--- src/rtl/gfx_cmd_scheduler.sv ---
// gfx_cmd_scheduler
//   Shares one 8x8 rasterizer engine between two command requesters.
//   A combinational round-robin arbiter feeds a small command FIFO; a
//   four-state FSM pops one command at a time, pulses it to the engine,
//   waits for the engine's frame_start and then follows the PIXELS-long
//   pixel stream so nothing new is issued while a frame is in flight.
//
// Ports
//   clk, rst_n                  clock, asynchronous active-low reset
//   req{0,1}_valid/cmd/ready    requester handshakes (ready = granted this cycle)
//   gp_cmd, gp_valid            command to engine, one-cycle valid pulse
//   gp_frame_start              engine frame_start (only honoured in S_WAIT_START)
//   pixel_valid, pixel_index    pixel_data qualifier and {row,col} index
//   frame_done                  one-cycle pulse the cycle after the last pixel
//   fifo_count                  FIFO occupancy 0..FIFO_DEPTH
//   timeout_err                 sticky flag, set when the engine never starts a frame
module gfx_cmd_scheduler #(
  parameter int CMD_W      = 20,
  parameter int FIFO_DEPTH = 4,
  parameter int PIXELS     = 64,
  parameter int TIMEOUT    = 8
) (
  input  logic                              clk,
  input  logic                              rst_n,
  input  logic                              req0_valid,
  input  logic [CMD_W-1:0]                  req0_cmd,
  output logic                              req0_ready,
  input  logic                              req1_valid,
  input  logic [CMD_W-1:0]                  req1_cmd,
  output logic                              req1_ready,
  output logic [CMD_W-1:0]                  gp_cmd,
  output logic                              gp_valid,
  input  logic                              gp_frame_start,
  output logic                              pixel_valid,
  output logic [$clog2(PIXELS)-1:0]         pixel_index,
  output logic                              frame_done,
  output logic [$clog2(FIFO_DEPTH+1)-1:0]   fifo_count,
  output logic                              timeout_err
);

  localparam int AW = $clog2(FIFO_DEPTH);
  localparam int CW = $clog2(FIFO_DEPTH+1);
  localparam int PW = $clog2(PIXELS);
  localparam int TW = (TIMEOUT > 1) ? $clog2(TIMEOUT) : 1;

  localparam logic [CW-1:0] DEPTH_C  = CW'(FIFO_DEPTH);
  localparam logic [PW-1:0] PIX_LAST = PW'(PIXELS-1);
  localparam logic [TW-1:0] TMR_LAST = TW'(TIMEOUT-1);

  typedef enum logic [1:0] {
    S_IDLE,
    S_ISSUE,
    S_WAIT_START,
    S_STREAM
  } state_t;

  state_t state_q, state_d;

  // ---------------- arbiter ----------------
  logic            rr_q;     // 0: req0 preferred on a tie, 1: req1
  logic [1:0]      gnt;
  logic            push, pop;
  logic [CMD_W-1:0] push_cmd;

  // Occupancy is the registered count, so a full FIFO refuses grants even
  // in the cycle it is being popped.
  always_comb begin
    gnt = 2'b00;
    if (fifo_count < DEPTH_C) begin
      if (req0_valid && req1_valid) gnt[rr_q] = 1'b1;
      else if (req0_valid)          gnt[0]    = 1'b1;
      else if (req1_valid)          gnt[1]    = 1'b1;
    end
  end

  assign req0_ready = gnt[0];
  assign req1_ready = gnt[1];
  assign push       = |gnt;
  assign push_cmd   = gnt[1] ? req1_cmd : req0_cmd;

  always_ff @(posedge clk or negedge rst_n) begin
    if (!rst_n)      rr_q <= 1'b0;
    else if (gnt[0]) rr_q <= 1'b1;
    else if (gnt[1]) rr_q <= 1'b0;
  end

  // ---------------- command FIFO ----------------
  logic [CMD_W-1:0] mem [FIFO_DEPTH];
  logic [AW-1:0]    wr_ptr, rd_ptr;
  logic [CW-1:0]    cnt_q;

  assign fifo_count = cnt_q;

  always_ff @(posedge clk) begin
    if (push) mem[wr_ptr] <= push_cmd;
  end

  // Depth is a power of two, so the pointers wrap naturally.
  always_ff @(posedge clk or negedge rst_n) begin
    if (!rst_n) begin
      wr_ptr <= '0;
      rd_ptr <= '0;
      cnt_q  <= '0;
    end else begin
      if (push) wr_ptr <= wr_ptr + 1'b1;
      if (pop)  rd_ptr <= rd_ptr + 1'b1;
      if (push && !pop)      cnt_q <= cnt_q + 1'b1;
      else if (!push && pop) cnt_q <= cnt_q - 1'b1;
    end
  end

  // ---------------- issue FSM ----------------
  logic [CMD_W-1:0] gp_cmd_q;
  logic [TW-1:0]    timer_q;
  logic [PW-1:0]    pix_q;
  logic             done_q, err_q;

  always_ff @(posedge clk or negedge rst_n) begin
    if (!rst_n) state_q <= S_IDLE;
    else        state_q <= state_d;
  end

  always_comb begin
    state_d = state_q;
    pop     = 1'b0;
    case (state_q)
      S_IDLE: begin
        if (cnt_q != '0) begin
          pop     = 1'b1;
          state_d = S_ISSUE;
        end
      end
      S_ISSUE:      state_d = S_WAIT_START;
      S_WAIT_START: begin
        if (gp_frame_start)          state_d = S_STREAM;
        else if (timer_q == TMR_LAST) state_d = S_IDLE;
      end
      S_STREAM: begin
        if (pix_q == PIX_LAST) state_d = S_IDLE;
      end
      default: state_d = S_IDLE;
    endcase
  end

  // The frame_start cycle itself carries pixel 0, so the stream counter
  // enters S_STREAM already pointing at pixel 1.
  always_ff @(posedge clk or negedge rst_n) begin
    if (!rst_n) begin
      gp_cmd_q <= '0;
      timer_q  <= '0;
      pix_q    <= '0;
      done_q   <= 1'b0;
      err_q    <= 1'b0;
    end else begin
      done_q <= 1'b0;
      if (pop) gp_cmd_q <= mem[rd_ptr];
      case (state_q)
        S_ISSUE: timer_q <= '0;
        S_WAIT_START: begin
          if (gp_frame_start)           pix_q   <= PW'(1);
          else if (timer_q == TMR_LAST) err_q   <= 1'b1;
          else                          timer_q <= timer_q + 1'b1;
        end
        S_STREAM: begin
          if (pix_q == PIX_LAST) begin
            pix_q  <= '0;
            done_q <= 1'b1;
          end else begin
            pix_q <= pix_q + 1'b1;
          end
        end
        default: ;
      endcase
    end
  end

  assign gp_cmd      = gp_cmd_q;
  assign gp_valid    = (state_q == S_ISSUE);
  assign pixel_valid = (state_q == S_STREAM) || ((state_q == S_WAIT_START) && gp_frame_start);
  assign pixel_index = pix_q;
  assign frame_done  = done_q;
  assign timeout_err = err_q;

endmodule

--- config.mk ---
export PLATFORM = sky130hd
export DESIGN_NAME = gfx_cmd_scheduler
export DESIGN_NICKNAME = d
export VERILOG_FILES = /design/src/rtl/gfx_cmd_scheduler.sv
export SDC_FILE = /design/constraint.sdc
export NUM_CORES = 1
export LEC_CHECK = 0
export CAP_MARGIN = 20
export CORE_ASPECT_RATIO = 0.7
export CORE_MARGIN = 2
export CORE_UTILIZATION = 48
export CTS_CLUSTER_DIAMETER = 40
export CTS_CLUSTER_SIZE = 20
export DETAILED_ROUTE_END_ITERATION = 10
export GPL_TIMING_DRIVEN = 0
export PLACE_DENSITY = 0.71
export SLEW_MARGIN = 15
export SYNTH_ARGS = -nofsm -noshare
export SYNTH_HDL_FRONTEND = slang
export SYNTH_SLANG_ARGS = --single-unit
--- constraint.sdc ---
create_clock -name clk -period 2.2 [get_ports clk]
set_clock_uncertainty 0.05 [all_clocks]
set_input_delay 0.22 -clock clk [delete_from_list [all_inputs] [get_ports clk]]
set_output_delay 0.22 -clock clk [all_outputs]
set_load 0.02 [all_outputs]
=== Word-level counts from Yosys, hierarchy flattened ===
Memories as Yosys holds them, arrays and structs flattened. A register that Yosys moved wholly into a read port is not among the register bits.
Cells that the tools add are included.

* $add $sub $neg: 6
* Magnitude comparators: 3
* Equal/unequal tests: 11
* Muxes and demuxes: 29
* Bitwise gates (word level): 1
* Reductions and logical operators: 20

{| class="wikitable"
|+ Operators with widths
! kind !! number
|-
| $mux W20 || 1
|-
| $mux W1 || 12
|-
| $mux W2 || 6
|-
| $mux W3 || 4
|-
| $mux W6 || 2
|-
| $pmux W6 S2 || 1
|-
| $ne A2 B2 Y1 const B || 5
|-
| $reduce_and A3 Y1 || 3
|-
| $pmux W2 S4 || 1
|-
| $reduce_bool A2 Y1 || 4
|-
| $add A3 B1 Y3 const B || 2
|-
| $add A6 B1 Y6 const B || 1
|-
| $eq A6 B6 Y1 const B || 1
|-
| $pmux W3 S2 || 1
|-
| $logic_and A1 B1 Y1 || 5
|-
| $add A2 B1 Y2 const B || 2
|-
| $eq A2 B2 Y1 const B || 2
|-
| $eq A3 B3 Y1 const B || 1
|-
| $logic_not A1 Y1 || 3
|-
| $lt A3 B3 Y1 const B || 1
|-
| $ne A3 B3 Y1 const B || 1
|-
| $reduce_bool A3 Y1 || 1
|-
| $sub A3 B1 Y3 const B || 1
|-
| $eq A2 B1 Y1 const B || 1
|-
| 8 further kinds || 8
|}

* Flip-flop bits (word level): 21
* RAM bits: 80
* Bits of input ports: 45
* Output and inout port bits: 35
* Word-level logic and storage cells: 80
* Memories: 1

{| class="wikitable"
|+ Memory list
! memory !! words !! bits a word !! rd ports !! clocked after Yosys merged registers in !! wr ports !! line !! RTL
|-
| mem || 4 || 20 || 1 || 1 || 1 || 88 || <nowiki>logic [CMD_W-1:0] mem [FIFO_DEPTH];</nowiki>
|}

=== Depth between registers and ports, before layout ===
Gate-level depths: netlist of run 1.

* Depth after elaboration: 11
* Gate-level depth with buffers: 11
* Mapped depth without buffers: 9

=== Least setup slack after synthesis of run 1 ===
No wires, ideal clock.

* Path type: reg2reg
* From: register cnt_q[2], in the netlist fifo_count[2]
* To: register cnt_q[2], in the netlist fifo_count[2]
* Setup time: 0.080 ns
* Arrival time: 2.116 ns
* Required time: 2.070 ns
* Path slack: -0.046 ns
* Cell stages (with the launch flop): 11
* Buffers on the path: 2
* Period minus slack after synthesis: 2.246 ns
* Cell sequence: dfrtp_1 > nor3_1 > nand2b_1 > buf_2 > buf_6 > ha_1 > inv_1 > fa_1 > xor2_1 > nor2_1 > xor2_1

* Cells in the longest elaborated chain, start to end: 6
* Elaborated cells between the ends (all ways): 15
* Those cells by class: add/sub (2); order compare (1); mux (5); reduce/logical (7)

{| class="wikitable"
|+ Ends and longest elaborated chain
! item !! line !! RTL
|-
| from (decl) || 90 || <nowiki>logic [CW-1:0] cnt_q;</nowiki>
|-
| from (signal assigned) || 107 || <nowiki>if (push && !pop) cnt_q <= cnt_q + 1'b1;</nowiki>
|-
| from (signal assigned) || 108 || <nowiki>else if (!push && pop) cnt_q <= cnt_q - 1'b1;</nowiki>
|-
| $lt A3 B3 Y1 / $reduce_bool A3 Y1 (equally long branches) || 69, 128 ||
|-
| $mux W2 / $mux W1 (equally long branches) || 69, 128 ||
|-
| $reduce_or A2 Y1 / $mux W1 (equally long branches) || 78, 126 ||
|-
| $logic_not A1 Y1, on equally long branches || 108, 107 ||
|-
| $logic_and A1 B1 Y1, on equally long branches || 108, 107 ||
|-
| $reduce_bool A2 Y1 (no source line) / $mux W3 (equally long branches) || n/a ||
|}

Several ways; a longest one is shown, not always the timed one. The select of a mux whose other input is x is not followed.
A chain may end at the register's enable or synchronous reset.

=== Worst setup path after layout of run 1 ===
Ends and elaborated chain as after synthesis.

==> metrics.yaml, run 1 <==
setup_path:
  crit_family: "simple AND/OR/NAND/NOR gates"
  r2r_start: "fifo_count[2]"
  r2r-end: "fifo_count[2]"
  worstSetupPathType: "flop to flop"
  critPathArrivalTime_ps: 2380
  cpMostUsedCell: "xor2_1"
  worstPathRequired_ps: 2480
  critical_path.max_stage_delay_ps: 440
  cp_max_fo: 5
  worstSetupEndpointType: "flop"
  path_cells: "nor3_4, nand2b_4, buf_12, ha_2, inv_1, fa_2, xor2_1, nor2_1, xor2_1"
  rrSetupSlack_ps: 100
  worst_setup_path_start_kind: "flop"
  cp_num_buf_inv: 2
  worst-r2r-cell-count: 9
  slowest_stage: "dfrtp_2"
placed_design:
  routabilityCongestion: 0.721
  post_dp_cell_area_mm2: 0.00613
  port_buffers: 78
  hpwl_um: 6410
clock_tree:
  clock-sinks: 121
  worstSkewPairLatency_ps: 410
  cts_tree: "done"
  htreeDepth: 4
  clkTransAtPathRegs_ps: 50
  numCtsBuffers: 17
  clockRootBuffer: "clkbuf_16"
  cts_buffer_depth: 2
sta:
  max_slew.worst_pin.slew_ps: 679
  fin_hold_ws_ps: 167
  final_max_slew_viol_count: 0
  finalCritPeriodShare_pct: 95.4
  finalSetupTns_ps: 0
  setup_viol: 0
  max_freq_ghz: 0.476
  maxSlewHeadroom_pct: 54.7
  hold_viol: 0
  post-route-min-period_ps: 2100
worst_hold_path:
  hold_start: "gp_frame_start"
  holdPathEnd: "pixel_index[1]"
  hp-class: "input port to flop"
  whs_path_depth: 3
routing:
  drc_errors: 0
  viasPerCell: 5.47
  wire_per_inst_um: 18.3
  wirelength_um: 10000
  drt_iter0_markers: 198
  antenna_left: 0
  num_vias: 3007
  first_pass_iters: 4
grt:
  grt_pass1_wl_um: 16100
  grt_start_max_net_pins: 31
  grt_use_met1_pct: 25.6
  grt.met2_usage_pct: 28.3
  antenna_found_initial: 0
  grt.busiest_layer: "met2"
  grt_use_total_pct: 18.5
  grt_util_met3_pct: 6.10
  grt.overflow.total: 0
  grt_pass1_vias: 3040
layout:
  fin_area_mm2: 0.00685
  syn2layout_area_growth_pct: 32.7
  fin_util_pct: 65.9
  drive_gt1_share_pct: 29.2
  final_nets: 463
  antenna_cells: 0
synth:
  seq_area_frac_synth_pct: 66.4
  syn_inst: 301
  yosys_warnings: 0
  synth.most_common_cell: "edfxtp_1"
  synth_flop_cell: "edfxtp_1"
  async_reset_ff_share_pct: 33.9
  postSynthAreaPerCell_um2: 17.1
  synth.area.top_cells: "edfxtp_1 (47%), dfrtp_1 (20%), mux2_2 (8.9%), mux4_2 (7.9%), ha_1 (2.9%)"
  syn-num-nets: 359
  yosysTopAreaCellShare_pct: 46.5
  ys_ff_latch: 121
  yosys.area.top_type: "edfxtp_1"
  synth_area_mm2: 0.00516
  synth_cell_types: 40
  ys_top_cells_by_count: "edfxtp_1 (80), dfrtp_1 (41), mux2_2 (41)"
  synth-edff-count: 80
die:
  dieArea_mm2: 0.0116
  start_util_pct: 49.7
  core_area_mm2: 0.0104
  io_pins: 80
  die_h_um: 90.8
  fp-row-count: 31
  die_x_um: 128
pwr:
  p_switching_mw: 3.08
  sw_frac_of_total_pct: 30.4
  clockPowerShare_pct: 28.4
  p_int_mw: 7.04
  ir_drop_mv: 0.748
  combPwrFrac_pct: 36.2
  leakage_nw: 2.59
  p_seq_share_pct: 35.4
  powerDensity_mw_per_mm2: 1480
  p_total_mw: 10.1
outcome:
  outcome: "finished, final reports clean"
job:
  maxCapViolCount: 0
-- layout make-up --
cell class,count,area (µm²)
Fill cell,712,3550
Sequential cell,121,3430
Multi-Input combinational cell,156,1650
Timing Repair Buffer,86,848
Clock buffer,24,502
Tap cell,132,165
Clock inverter,8,118
Buffer,11,88.8
Inverter,12,45.0
-- repair_timing --
item,CTS,global route
resized for setup,15,8
pin swaps,2,2
endpoints found under the setup margin,84,4
buffers inserted,5,1
hold endpoints to repair,41,0
hold buffers,1,0
-- tightest hold or removal path, delay by kind of cell --
| kind | cells | cell delay, ps |
|---|---|---|
| buf+inv | 1 | 180 |
| compound gates | 2 | 180 |
-- sequential cells by signal (all words and copies together), names as in the netlist --
register,count
pixel_index,6
fifo_count,3
gp_cmd,20
rr_q,1
frame_done,1
timer_q,3
rd_ptr,2
wr_ptr,2
timeout_err,1
state_q,2
mem,80
-- cells by family after synthesis --
logic type / after synthesis / share of synthesized area [%]
XOR/XNOR: 6 / 1.02
AND/OR/NAND/NOR: 39 / 3.83
flip-flops: 121 / 66.4
multiplexers: 64 / 18.4
adder cells (fa/ha/maj): 13 / 3.30
buffers and inverters: 24 / 2.47
AO/OA/AOI/OAI: 34 / 4.56
-- power by group through the flow --
stage	logic (mW)	clock network [mW]	registers [mW]
after detailed placement	3.49	0	3.63
after floorplan	2.05	0	3.84
after global routing	3.99	3.00	3.66
after global placement	3.40	0	3.60
final	3.67	2.87	3.58
after CTS	3.69	2.90	3.59
-- stage by stage --
stage,setup WS (ps),std cells
floorplan,14.1,301
finish,101,550
CTS,3.46,550
global placement,-551,511
global route,-26.2,550
detailed placement,-362,512
-- placed cells by master (no fill, tap or decap), types with 2 or more instances in the layout --
cell / netlist / layout
and2_2: 0 / 4
o31ai_1: 2 / 2
mux4_2: 18 / 18
nand2b_1: 5 / 4
bufinv_16: 0 / 3
buf_4: 0 / 6
o21ai_0: 7 / 7
edfxtp_1: 80 / 80
clkbuf_16: 0 / 17
mux4_1: 2 / 2
nor2_1: 9 / 8
a21o_1: 3 / 3
ha_1: 12 / 9
ha_2: 0 / 2
nand2_1: 9 / 9
buf_2: 6 / 5
inv_1: 12 / 12
mux2_2: 41 / 41
clkinv_2: 0 / 4
buf_6: 4 / 3
clkdlybuf4s50_1: 0 / 74
clkbuf_8: 0 / 5
a211o_1: 2 / 2
clkbuf_1: 2 / 4
dfrtp_2: 0 / 2
a21oi_1: 5 / 5
xor2_1: 3 / 3
dfrtp_1: 41 / 39
a221o_1: 2 / 2
buf_12: 0 / 2
o2bb2ai_1: 2 / 2
a31oi_1: 4 / 4
xnor2_1: 3 / 3
nor2b_1: 4 / 4
nand3_1: 2 / 2
mux2i_1: 3 / 3
-- worst max-delay path by stage --
stage,from,to,slack [ps],depth (start not counted)
after detailed placement,req1_valid,mem[3][10],-360,4
after CTS,fifo_count[2],fifo_count[2],3,10
after floorplan,fifo_count[2],fifo_count[2],10,10
after global placement,rst_n,fifo_count[0],-550,1
after global routing,fifo_count[2],fifo_count[2],-30,9
final,fifo_count[2],fifo_count[2],100,9
-- layer usage --
layer / vias to the layer above / share of wire [%]
li1: 1375 / -
met1: 1534 / 46
met2: 84 / 47
met3: 14 / 5.3
met4: 0 / 1.0
met5: - / 0
No activity file was read; power rests on OpenSTA's default activity.
==> inputs of run 2 (changes only) <==
--- a/config.mk
+++ b/config.mk
@@ -6,15 +6,18 @@
 export NUM_CORES = 1
 export LEC_CHECK = 0
 export CAP_MARGIN = 20
+export CELL_PAD_IN_SITES_DETAIL_PLACEMENT = 0
+export CELL_PAD_IN_SITES_GLOBAL_PLACEMENT = 2
 export CORE_ASPECT_RATIO = 0.7
 export CORE_MARGIN = 2
-export CORE_UTILIZATION = 48
+export CORE_UTILIZATION = 35
 export CTS_CLUSTER_DIAMETER = 40
 export CTS_CLUSTER_SIZE = 20
 export DETAILED_ROUTE_END_ITERATION = 10
 export GPL_TIMING_DRIVEN = 0
 export PLACE_DENSITY = 0.71
-export SLEW_MARGIN = 15
+export SLEW_MARGIN = 40
 export SYNTH_ARGS = -nofsm -noshare
 export SYNTH_HDL_FRONTEND = slang
 export SYNTH_SLANG_ARGS = --single-unit
+export TNS_END_PERCENT = 20
==> run 2 against run 1 <==
  * Die area grew 36%
  * Sequential power is essentially flat
  * First-iteration DRC count shrank 23%
  * Critical endpoint is now req1_ready
  * Largest power group unchanged
  * Highest routed layer unchanged
==> metrics.yaml, run 2 (same netlist as run 1, synthesis figures left out) <==
placed_design:
  preCtsSetupSlack_ps: -244  # +118 ps
  routabilityCongestion: 0.738  # +2.3%
  port_buffers: 78  # unchanged
  dp.cells: 575  # +12%
  hpwl_um: 6740  # +5.2%
setup_path:
  worstSetupEndpointType: "primary output"
  critPathArrivalTime_ps: 1810  # -570 ps
  cp_num_buf_inv: 4  # +2
  worstPathRequired_ps: 1930  # -550 ps
  critical_path.max_stage_delay_ps: 440  # about the same
  worst_setup_path_start_kind: "flop"
  crit_family: "buffers and inverters"
  cp_max_fo: 10  # +5
  worstSetupPathType: "flop to primary output"
  slowest_stage: "dfrtp_2"
  cpMostUsedCell: "buf_4"
  path_cells: "buf_4, a211o_1, buf_4, inv_1, clkbuf_2"
layout:
  largest_reg_flops: 80  # unchanged
  mostFrequentLayoutCells: "edfxtp_1 (80), clkdlybuf4s50_1 (74), mux2_2 (41), dfrtp_1 (37), mux4_2 (18)"
  final_nets: 461  # -0.43%
  syn2layout_area_growth_pct: 32.6  # about the same
  layout_commonest_cell: "edfxtp_1"
  antenna_cells: 0  # unchanged
  drive_gt1_share_pct: 29.8  # +0.62 points
  instances_no_fill: 611  # +11%
  largest_register: "mem"
  n_fill_cell: 1275  # +79%
die:
  io_pins: 80  # unchanged
  dieArea_mm2: 0.0157  # +36%
  die_x_um: 149  # +17%
  die_h_um: 106  # +16%
  start_util_pct: 35.5  # -14 points
  core_area_mm2: 0.0145  # +40%
  fp-row-count: 37  # +19%
grt:
  grt_use_met1_pct: 19.1  # -6.5 points
  grt_pass1_wl_um: 16700  # +3.8%
  grt_start_max_net_pins: 22  # -29%
  antenna_found_initial: 0  # unchanged
  grt.met2_usage_pct: 22.6  # -5.6 points
  grt_use_total_pct: 14.4  # -4.1 points
  grt_util_met3_pct: 3.64  # -2.5 points
  grt.overflow.total: 0  # unchanged
  grt.busiest_layer: "met2"
  grt_pass1_vias: 3118  # +2.6%
sta:
  finalWorstSetupSlack_ps: 120  # +18.9 ps
  maxSlewHeadroom_pct: 50.4  # -4.3 points
  rsz0062_at_grt: "false"
  final_max_slew_viol_count: 0  # unchanged
  max_slew.worst_pin.slew_ps: 744  # +65.0 ps
  finalSetupTns_ps: 0  # unchanged
  hold_viol: 0  # unchanged
  finalCritPeriodShare_pct: 94.6  # -0.86 points
  setup_viol: 0  # unchanged
  post-route-min-period_ps: 2080  # -18.9 ps
  fin_hold_ws_ps: 191  # +24.1 ps
  max_freq_ghz: 0.481  # +0.91%
clock_tree:
  worstSkewPairLatency_ps: 410  # about the same
  cts_tree: "done"
  cts_buffer_depth: 2  # unchanged
  clock-sinks: 121  # unchanged
  htreeDepth: 4  # unchanged
  clkTransAtPathRegs_ps: 60  # about the same
  clockRootBuffer: "clkbuf_16"
  numCtsBuffers: 17  # unchanged
routing:
  antenna_left: 0  # unchanged
  viasPerCell: 4.81  # -12%
  drc_errors: 0  # unchanged
  drt_iter0_markers: 153  # -23%
  wirelength_um: 10500  # +4.7%
  first_pass_iters: 6  # +2
  num_vias: 2938  # -2.3%
  wire_per_inst_um: 17.2  # -5.7%
worst_hold_path:
  hp-class: "input port to asynchronous set/reset pin"
pwr:
  leakage_nw: 2.54  # -2.0%
  powerDensity_mw_per_mm2: 1420  # -3.7%
  p_total_mw: 9.75  # -3.7%
  ir_drop_mv: 0.586  # -22%
outcome:
  outcome: "finished, final reports clean"
job:
  maxCapViolCount: 0  # unchanged
run 2: what timing repair did:
| action | 4_1_cts | 5_1_grt |
|---|---|---|
| hold endpoints to repair | 41 | 0 |
| hold buffers | 1 | 0 |
| pin swaps | 0 | 2 |
| gates resized for setup | 12 | 11 |
| setup endpoints to repair | 4 | 4 |
| buffers inserted | 0 | 4 |
run 2: power by group:
part	total (mW)	switching [mW]	internal, mW
registers	3.58	0.358	3.22
clock network	2.51	1.05	1.46
logic	3.66	1.78	1.88
run 2: layout make-up:
class | instances | area, µm² | area share, %
timing repair buffer | 84 | 835 | 12.2
buffer | 11 | 91.3 | 1.33
clock inverter | 15 | 120 | 1.75
multi-input combinational | 156 | 1650 | 24.1
tap | 195 | 244 | 3.56
inverter | 12 | 45.0 | 0.658
sequential | 121 | 3430 | 50.2
clock buffer | 17 | 425 | 6.21
run 2: path summary, 6_finish.rpt:
kind                                start              to  slack [ps]  depth (start not counted)
setup / recovery            fifo_count[2]      req1_ready         120                          5
hold / removal                      rst_n   fifo_count[0]         190                          2
setup reg to reg               state_q[1]   fifo_count[1]         150                          8
hold reg to reg               timeout_err     timeout_err         410                          1
max in group asynchronous           rst_n   fifo_count[1]        1480                          3
min in group clk           gp_frame_start  pixel_index[1]         190                          3
run 2: metal layers:
layer / vias up / wire length (µm)
met2: 74 / 4940
met5: - / 0
met4: 0 / 210
met1: 1472 / 4870
li1: 1375 / -
met3: 17 / 501
run 2: per-stage QoR:
stage                     utilization [%]  cell area [µm²]
after detailed placement             42.8             6220
after global routing                 47.1             6850
after global placement               42.6             6190
after CTS                            46.8             6800
after floorplan                         -             5170
final                                47.1             6850
